$ cat src/rtl/iob_spi_flash_rdbuf_if.sv
`default_nettype none
// +------------------------------------------------------------------+
// | iob_spi_flash_rdbuf_if                                           |
// | Cache-side read port and SPI flash controller request port.      |
// | Rev 1.0                                                          |
// +------------------------------------------------------------------+
interface iob_spi_flash_rdbuf_if #(
  parameter int ADDR_W = 24,
  parameter int DATA_W = 32
);
  logic              req_valid_i;
  logic [ADDR_W-1:0] req_addr_i;
  logic              req_ready_o;
  logic [DATA_W-1:0] rdata_o;
  logic              rvalid_o;
  logic              fl_valid_o;
  logic [ADDR_W-1:0] fl_addr_o;
  logic              fl_ready_i;
  logic [DATA_W-1:0] fl_data_i;

  modport slave (
    input  req_valid_i, req_addr_i, fl_ready_i, fl_data_i,
    output req_ready_o, rdata_o, rvalid_o, fl_valid_o, fl_addr_o
  );

  modport master (
    output req_valid_i, req_addr_i, fl_ready_i, fl_data_i,
    input  req_ready_o, rdata_o, rvalid_o, fl_valid_o, fl_addr_o
  );
endinterface
`default_nettype wire

$ cat src/rtl/iob_spi_flash_rdbuf.sv
`default_nettype none
// +------------------------------------------------------------------+
// | iob_spi_flash_rdbuf                                              |
// | Single-line read buffer in front of the SPI flash controller.    |
// | Rev 1.0                                                          |
// +------------------------------------------------------------------+
module iob_spi_flash_rdbuf #(
  parameter int ADDR_W     = 24,
  parameter int DATA_W     = 32,
  parameter int LINE_WORDS = 4
) (
  input  wire logic             clk_i,
  input  wire logic             rst_i,
  input  wire logic             inv_i,
  iob_spi_flash_rdbuf_if.slave  bus
);
  localparam int c_IDX_W = $clog2(LINE_WORDS);
  localparam int c_TAG_W = ADDR_W - c_IDX_W - 2;
  localparam logic [c_IDX_W-1:0] c_LAST = c_IDX_W'(LINE_WORDS - 1);

  typedef enum logic [1:0] {
    ST_IDLE  = 2'd0,
    ST_ISSUE = 2'd1,
    ST_GAP   = 2'd2,
    ST_RESP  = 2'd3
  } state_t;

  state_t              r_state, w_state_nxt;
  logic [DATA_W-1:0]   r_data [LINE_WORDS];
  logic [c_TAG_W-1:0]  r_tag, w_tag_nxt;
  logic [c_IDX_W-1:0]  r_idx, w_idx_nxt;
  logic [c_IDX_W-1:0]  r_cnt, w_cnt_nxt;
  logic                r_line_valid, w_line_valid_nxt;
  logic                r_inv_pend, w_inv_pend_nxt;
  logic                r_fl_valid;
  logic [ADDR_W-1:0]   r_fl_addr;
  logic                r_rvalid;
  logic [DATA_W-1:0]   r_rdata;

  logic [c_IDX_W-1:0]  w_req_idx;
  logic [c_TAG_W-1:0]  w_req_tag;
  logic [c_IDX_W-1:0]  w_rd_idx;
  logic [DATA_W-1:0]   w_resp_data;
  logic                w_accept, w_hit, w_fl_done, w_last;
  logic                w_unused_addr;

  assign w_req_idx     = bus.req_addr_i[c_IDX_W+1:2];
  assign w_req_tag     = bus.req_addr_i[ADDR_W-1:c_IDX_W+2];
  assign w_unused_addr = ^bus.req_addr_i[1:0];
  assign w_accept      = (r_state == ST_IDLE) && bus.req_valid_i;
  assign w_hit         = r_line_valid && (r_tag == w_req_tag) && !inv_i;
  assign w_fl_done     = (r_state == ST_ISSUE) && bus.fl_ready_i;
  assign w_last        = (r_cnt == c_LAST);

  // The last fill word lands in r_data on the same edge RESP is entered, so bypass it.
  assign w_rd_idx    = (r_state == ST_IDLE) ? w_req_idx : r_idx;
  assign w_resp_data = (w_fl_done && (r_cnt == r_idx)) ? bus.fl_data_i : r_data[w_rd_idx];

  always_comb begin
    w_state_nxt      = r_state;
    w_tag_nxt        = r_tag;
    w_idx_nxt        = r_idx;
    w_cnt_nxt        = r_cnt;
    w_line_valid_nxt = r_line_valid;
    w_inv_pend_nxt   = r_inv_pend;
    case (r_state)
      ST_IDLE: begin
        if (inv_i) w_line_valid_nxt = 1'b0;
        if (w_accept) begin
          w_idx_nxt = w_req_idx;
          if (w_hit) begin
            w_state_nxt = ST_RESP;
          end else begin
            w_tag_nxt        = w_req_tag;
            w_cnt_nxt        = '0;
            w_line_valid_nxt = 1'b0;
            w_state_nxt      = ST_ISSUE;
          end
        end
      end
      ST_ISSUE: begin
        if (inv_i) w_inv_pend_nxt = 1'b1;
        if (bus.fl_ready_i) begin
          if (w_last) begin
            w_line_valid_nxt = !(r_inv_pend || inv_i);
            w_state_nxt      = ST_RESP;
          end else begin
            w_cnt_nxt   = r_cnt + 1'b1;
            w_state_nxt = ST_GAP;
          end
        end
      end
      ST_GAP: begin
        if (inv_i) w_inv_pend_nxt = 1'b1;
        w_state_nxt = ST_ISSUE;
      end
      ST_RESP: begin
        if (inv_i) w_line_valid_nxt = 1'b0;
        w_inv_pend_nxt = 1'b0;
        w_state_nxt    = ST_IDLE;
      end
      default: w_state_nxt = ST_IDLE;
    endcase
  end

  always_ff @(posedge clk_i) begin
    if (rst_i) begin
      r_state      <= ST_IDLE;
      r_tag        <= '0;
      r_idx        <= '0;
      r_cnt        <= '0;
      r_line_valid <= 1'b0;
      r_inv_pend   <= 1'b0;
      r_fl_valid   <= 1'b0;
      r_fl_addr    <= '0;
      r_rvalid     <= 1'b0;
      r_rdata      <= '0;
      for (int i = 0; i < LINE_WORDS; i++) r_data[i] <= '0;
    end else begin
      r_state      <= w_state_nxt;
      r_tag        <= w_tag_nxt;
      r_idx        <= w_idx_nxt;
      r_cnt        <= w_cnt_nxt;
      r_line_valid <= w_line_valid_nxt;
      r_inv_pend   <= w_inv_pend_nxt;
      if (w_fl_done) r_data[r_cnt] <= bus.fl_data_i;
      // Outputs are decoded from the next state so they are registered yet timely.
      r_fl_valid <= (w_state_nxt == ST_ISSUE);
      if (w_state_nxt == ST_ISSUE) r_fl_addr <= {w_tag_nxt, w_cnt_nxt, 2'b00};
      r_rvalid <= (w_state_nxt == ST_RESP);
      if (w_state_nxt == ST_RESP) r_rdata <= w_resp_data;
    end
  end

  assign bus.req_ready_o = (r_state == ST_IDLE) && !rst_i;
  assign bus.fl_valid_o  = r_fl_valid;
  assign bus.fl_addr_o   = r_fl_addr;
  assign bus.rvalid_o    = r_rvalid;
  assign bus.rdata_o     = r_rdata;
endmodule
`default_nettype wire

$ cat src/flat_wrapper.sv
// flat-port wrapper written by rule: the top's interface ports become plain ports
module iob_spi_flash_rdbuf_flat 
#(
  parameter int ADDR_W     = 24,
  parameter int DATA_W     = 32,
  parameter int LINE_WORDS = 4
)
  (clk_i, rst_i, inv_i, bus_req_valid_i, bus_req_addr_i, bus_fl_ready_i, bus_fl_data_i, bus_req_ready_o, bus_rdata_o, bus_rvalid_o, bus_fl_valid_o, bus_fl_addr_o);
  iob_spi_flash_rdbuf_if #(.ADDR_W(ADDR_W), .DATA_W(DATA_W)) bus_i ();
  input  wire logic clk_i;
  input  wire logic rst_i;
  input  wire logic inv_i;
  input wire logic [$bits(bus_i.req_valid_i)-1:0] bus_req_valid_i;
  input wire logic [$bits(bus_i.req_addr_i)-1:0] bus_req_addr_i;
  input wire logic [$bits(bus_i.fl_ready_i)-1:0] bus_fl_ready_i;
  input wire logic [$bits(bus_i.fl_data_i)-1:0] bus_fl_data_i;
  output wire logic [$bits(bus_i.req_ready_o)-1:0] bus_req_ready_o;
  output wire logic [$bits(bus_i.rdata_o)-1:0] bus_rdata_o;
  output wire logic [$bits(bus_i.rvalid_o)-1:0] bus_rvalid_o;
  output wire logic [$bits(bus_i.fl_valid_o)-1:0] bus_fl_valid_o;
  output wire logic [$bits(bus_i.fl_addr_o)-1:0] bus_fl_addr_o;
  assign bus_i.req_valid_i = bus_req_valid_i;
  assign bus_i.req_addr_i = bus_req_addr_i;
  assign bus_i.fl_ready_i = bus_fl_ready_i;
  assign bus_i.fl_data_i = bus_fl_data_i;
  assign bus_req_ready_o = bus_i.req_ready_o;
  assign bus_rdata_o = bus_i.rdata_o;
  assign bus_rvalid_o = bus_i.rvalid_o;
  assign bus_fl_valid_o = bus_i.fl_valid_o;
  assign bus_fl_addr_o = bus_i.fl_addr_o;
  iob_spi_flash_rdbuf #(.ADDR_W(ADDR_W), .DATA_W(DATA_W), .LINE_WORDS(LINE_WORDS)) u_core (.clk_i(clk_i), .rst_i(rst_i), .inv_i(inv_i), .bus(bus_i));
endmodule
$ cat config.mk
export PLATFORM = sky130hd
export DESIGN_NAME = iob_spi_flash_rdbuf_flat
export DESIGN_NICKNAME = d
export VERILOG_FILES = /design/src/rtl/iob_spi_flash_rdbuf_if.sv /design/src/rtl/iob_spi_flash_rdbuf.sv /design/src/flat_wrapper.sv
export SDC_FILE = /design/constraint.sdc
export NUM_CORES = 1
export LEC_CHECK = 0
export CAP_MARGIN = 20
export CORE_MARGIN = 2
export CORE_UTILIZATION = 42
export DETAILED_ROUTE_END_ITERATION = 8
export PLACE_DENSITY = 0.68
export SYNTH_ARGS = -nofsm -noshare
export SYNTH_HDL_FRONTEND = slang
export SYNTH_SLANG_ARGS = --single-unit
$ cat constraint.sdc
create_clock -name clk_i -period 8.15 [get_ports clk_i]
set_clock_uncertainty 0.15 [all_clocks]
set_input_delay 1.63 -clock clk_i [delete_from_list [all_inputs] [get_ports clk_i]]
set_output_delay 1.63 -clock clk_i [all_outputs]
set_load 0.01 [all_outputs]
==> results.toml <==
[drt]
routed_wl_um = 21600
drt-vias-per-instance = 5.25
wl_per_cell_um = 18.3
post-route-drc-count = 0
drt_pass1_iterations = 4
drt_first_iter_violations = 419
vias = 6189
ant_nets = 0

[synthesis]
synth_cell_types = 50
synth_area_leaders = "edfxtp_1 40%, dfxtp_1 18%, mux4_2 7.3%"
yosysTopAreaCellShare = 0.404
synth_enable_flop_cells = 128
syn_area_per_cell_um2 = 12.2
ys_ff_latch = 212
yosysTopAreaCell = "edfxtp_1"
yosys_most_used_dff = "edfxtp_1"
seq_area_frac_synth = 0.581
async_flop_share = 0
netlist_area_um2 = 9500
yosys_warnings = 0
synthCells = 776

[layout]
finalNetCount = 940
seq_area_um2 = 5530
area_growth_pct = 22.9
n_fill_cell = 1962
post-route-util = 0.521
layout-drive-gt1-share = 0.170
multi_input_area_um2 = 3600
stdcell_count = 1178
final_cell_mix = "128 x edfxtp_1, 114 x nor2_1, 114 x clkdlybuf4s50_1"
final_common_cell = "edfxtp_1"

[grt]
grt_usage = 0.183
use_met1 = 0.246
busiest_layer = "met2"
grt_pass1_wl_um = 34400
use_met3 = 0.0409
antenna_found_initial = 0
grt_pass1_vias = 6394
grt_max_degree = 65
grt-ovfl-total = 0
gr-usage-met2 = 0.302

[placed_design]
dp_hpwl_um = 12200
pre_cts_ws_ns = 3.09
io_buffers = 115
placed_cells_incl_taps = 1134
gp_congestion = 0.734

[critical_path]
startpoint_type = "primary input"
path_delay_family = "buffers and inverters"
path_cells = "buf_4, nor2b_1, clkdlybuf4s50_1"
cp.arrival_ns = 2.77
worstPathRequired_ns = 6.37
crit_slowest_cell = "buf_4"
crit_path_max_fanout = 62
worst-path-buf-inv = 2
max_stage_delay_ns = 0.51
endpoint_kind = "output pin"
crit_type = "in2out"

[sta]
hold_slack_ns = 0.309
fin_ws_ns = 3.60
hold_violations = 0
drv_slew = 0
slew_headroom = 0.336
setup_tns_ns = 0
max_freq_mhz = 220
period_share = 0.558
final-setup-viol-count = 0
tightestPinTransition_ns = 0.996
fin_crit_ns = 4.55
rsz0062_at_grt = "false"

[clocking]
clkSinkCount = 212
clk_latency_ns = 0.51
cts_buffers = 24
clk_path_buf_depth = 3
post_cts_buffers = 0
path_clk_slew_ns = 0.05
ctsResizeCount = 0
cts_tree = "done"
cts-htree-levels = 1
cts_root_buf = "clkbuf_16"
hold_buffers = 0

[job]
max_cap_viol_count = 0

[power]
vdd_ir_drop_max_mv = 0.149
cellPowerDensity_nw_per_um2 = 268
p_seq_frac = 0.416
p_comb_frac = 0.231
swShare = 0.271
p_leak_nw = 4.31
internal-power_mw = 2.28
power_switching_mw = 0.849
p_clk_frac = 0.352

[floorplanning]
coreArea_um2 = 22400
rows = 55
start_util = 0.424
ios = 120
die-area_um2 = 23800
dieWidth_um = 154
die_h_um = 154

[worst_hold_path]
min_path_type = "reg2reg"

[run_status]
status = "finished clean"
==> metrics by stage <==
step,total power [mW],area [um^2]
3_3_place_gp,2.05,10900
5_1_grt,3.28,11700
2_1_floorplan,1.80,9510
4_1_cts,3.16,11700
6_report,3.13,11700
3_5_place_dp,2.06,10900
==> worst reg2reg max path, cell delays in order (launching register included) <==
cell and delay, ns:
dfxtp_1 0.34, inv_1 0.11, ha_1 0.50, mux2i_4 0.73, mux2i_1 0.19, a22oi_2 0.20, buf_4 0.41, and2_4 0.66
mux2i_1 0.26, a211oi_1 0.08
==> registers in the layout (all words and copies together) (netlist names) <==
name / cells
u_core.r_idx: 2
u_core.r_inv_pend: 1
u_core.bus.rvalid_o: 1
u_core.r_line_valid: 1
u_core.r_data: 128
u_core.r_tag: 20
u_core.r_state: 2
u_core.bus.fl_valid_o: 1
u_core.bus.fl_addr_o: 22
u_core.bus.rdata_o: 32
u_core.r_cnt: 2
==> synth_stat cells (all sizes together), types with 2 or more instances <==
library cell  instances
nand2                43
a211oi               54
buf                  23
nand3                 2
mux4                 32
xor2                 12
o21bai                2
mux2i                26
nor2b                 2
and2                 68
o21ai                 4
a21o                  2
nor3                  5
inv                  36
xnor2                 8
nor4                  2
nand4                 2
a21oi                69
nor2                117
and3                  2
dfxtp                84
clkbuf               33
edfxtp              128
ha                    4
or2                   2
==> layer usage <==
layer | part of all wire | vias to the layer above | wire length, um
met5 | 0 | - | 0
met2 | 0.47 | 180 | 10200
met3 | 0.074 | 26 | 1590
met1 | 0.44 | 3022 | 9450
met4 | 0.016 | 0 | 337
li1 | - | 2961 | -
==> final cells by class <==
class	count	area share
Antenna cell	1	0.000214
Multi-Input combinational cell	473	0.308
Clock buffer	35	0.0602
Timing Repair Buffer	128	0.107
Inverter	36	0.0116
Clock inverter	8	0.00975
Sequential cell	212	0.473
Tap cell	285	0.0305
==> kinds of logic (layout without fill, tap and decap cells) <==
kind of cell,Yosys count,after routing,share of synthesized area
other cells,1,3,0.000395
compound gates,138,138,0.120
simple gates,251,251,0.124
buf+inv,92,207,0.0462
fa+ha+maj,4,4,0.00527
xor+xnor,20,20,0.0184
flops,212,212,0.581
mux,58,58,0.105
==> power by group through the flow <==
stage	sequential, mW	clock, mW	combinational [mW]
after floorplan	1.34	0	0.459
after global placement	1.32	0	0.725
after detailed placement	1.33	0	0.731
after CTS	1.30	1.12	0.735
after global routing	1.32	1.16	0.796
final	1.30	1.10	0.724
==> path summary, 6_finish.rpt <==
kind                                 end  depth (start not counted)         startpoint  slack, ns
setup / recovery         bus_req_ready_o                          3              rst_i       3.60
hold / removal         u_core.r_inv_pend                          2  u_core.r_inv_pend       0.31
setup reg to reg  u_core.bus.rdata_o[31]                          9  u_core.r_state[0]       4.36
hold reg to reg        u_core.r_inv_pend                          2  u_core.r_inv_pend       0.31
Note: power is estimated with default switching activity, not from simulation.
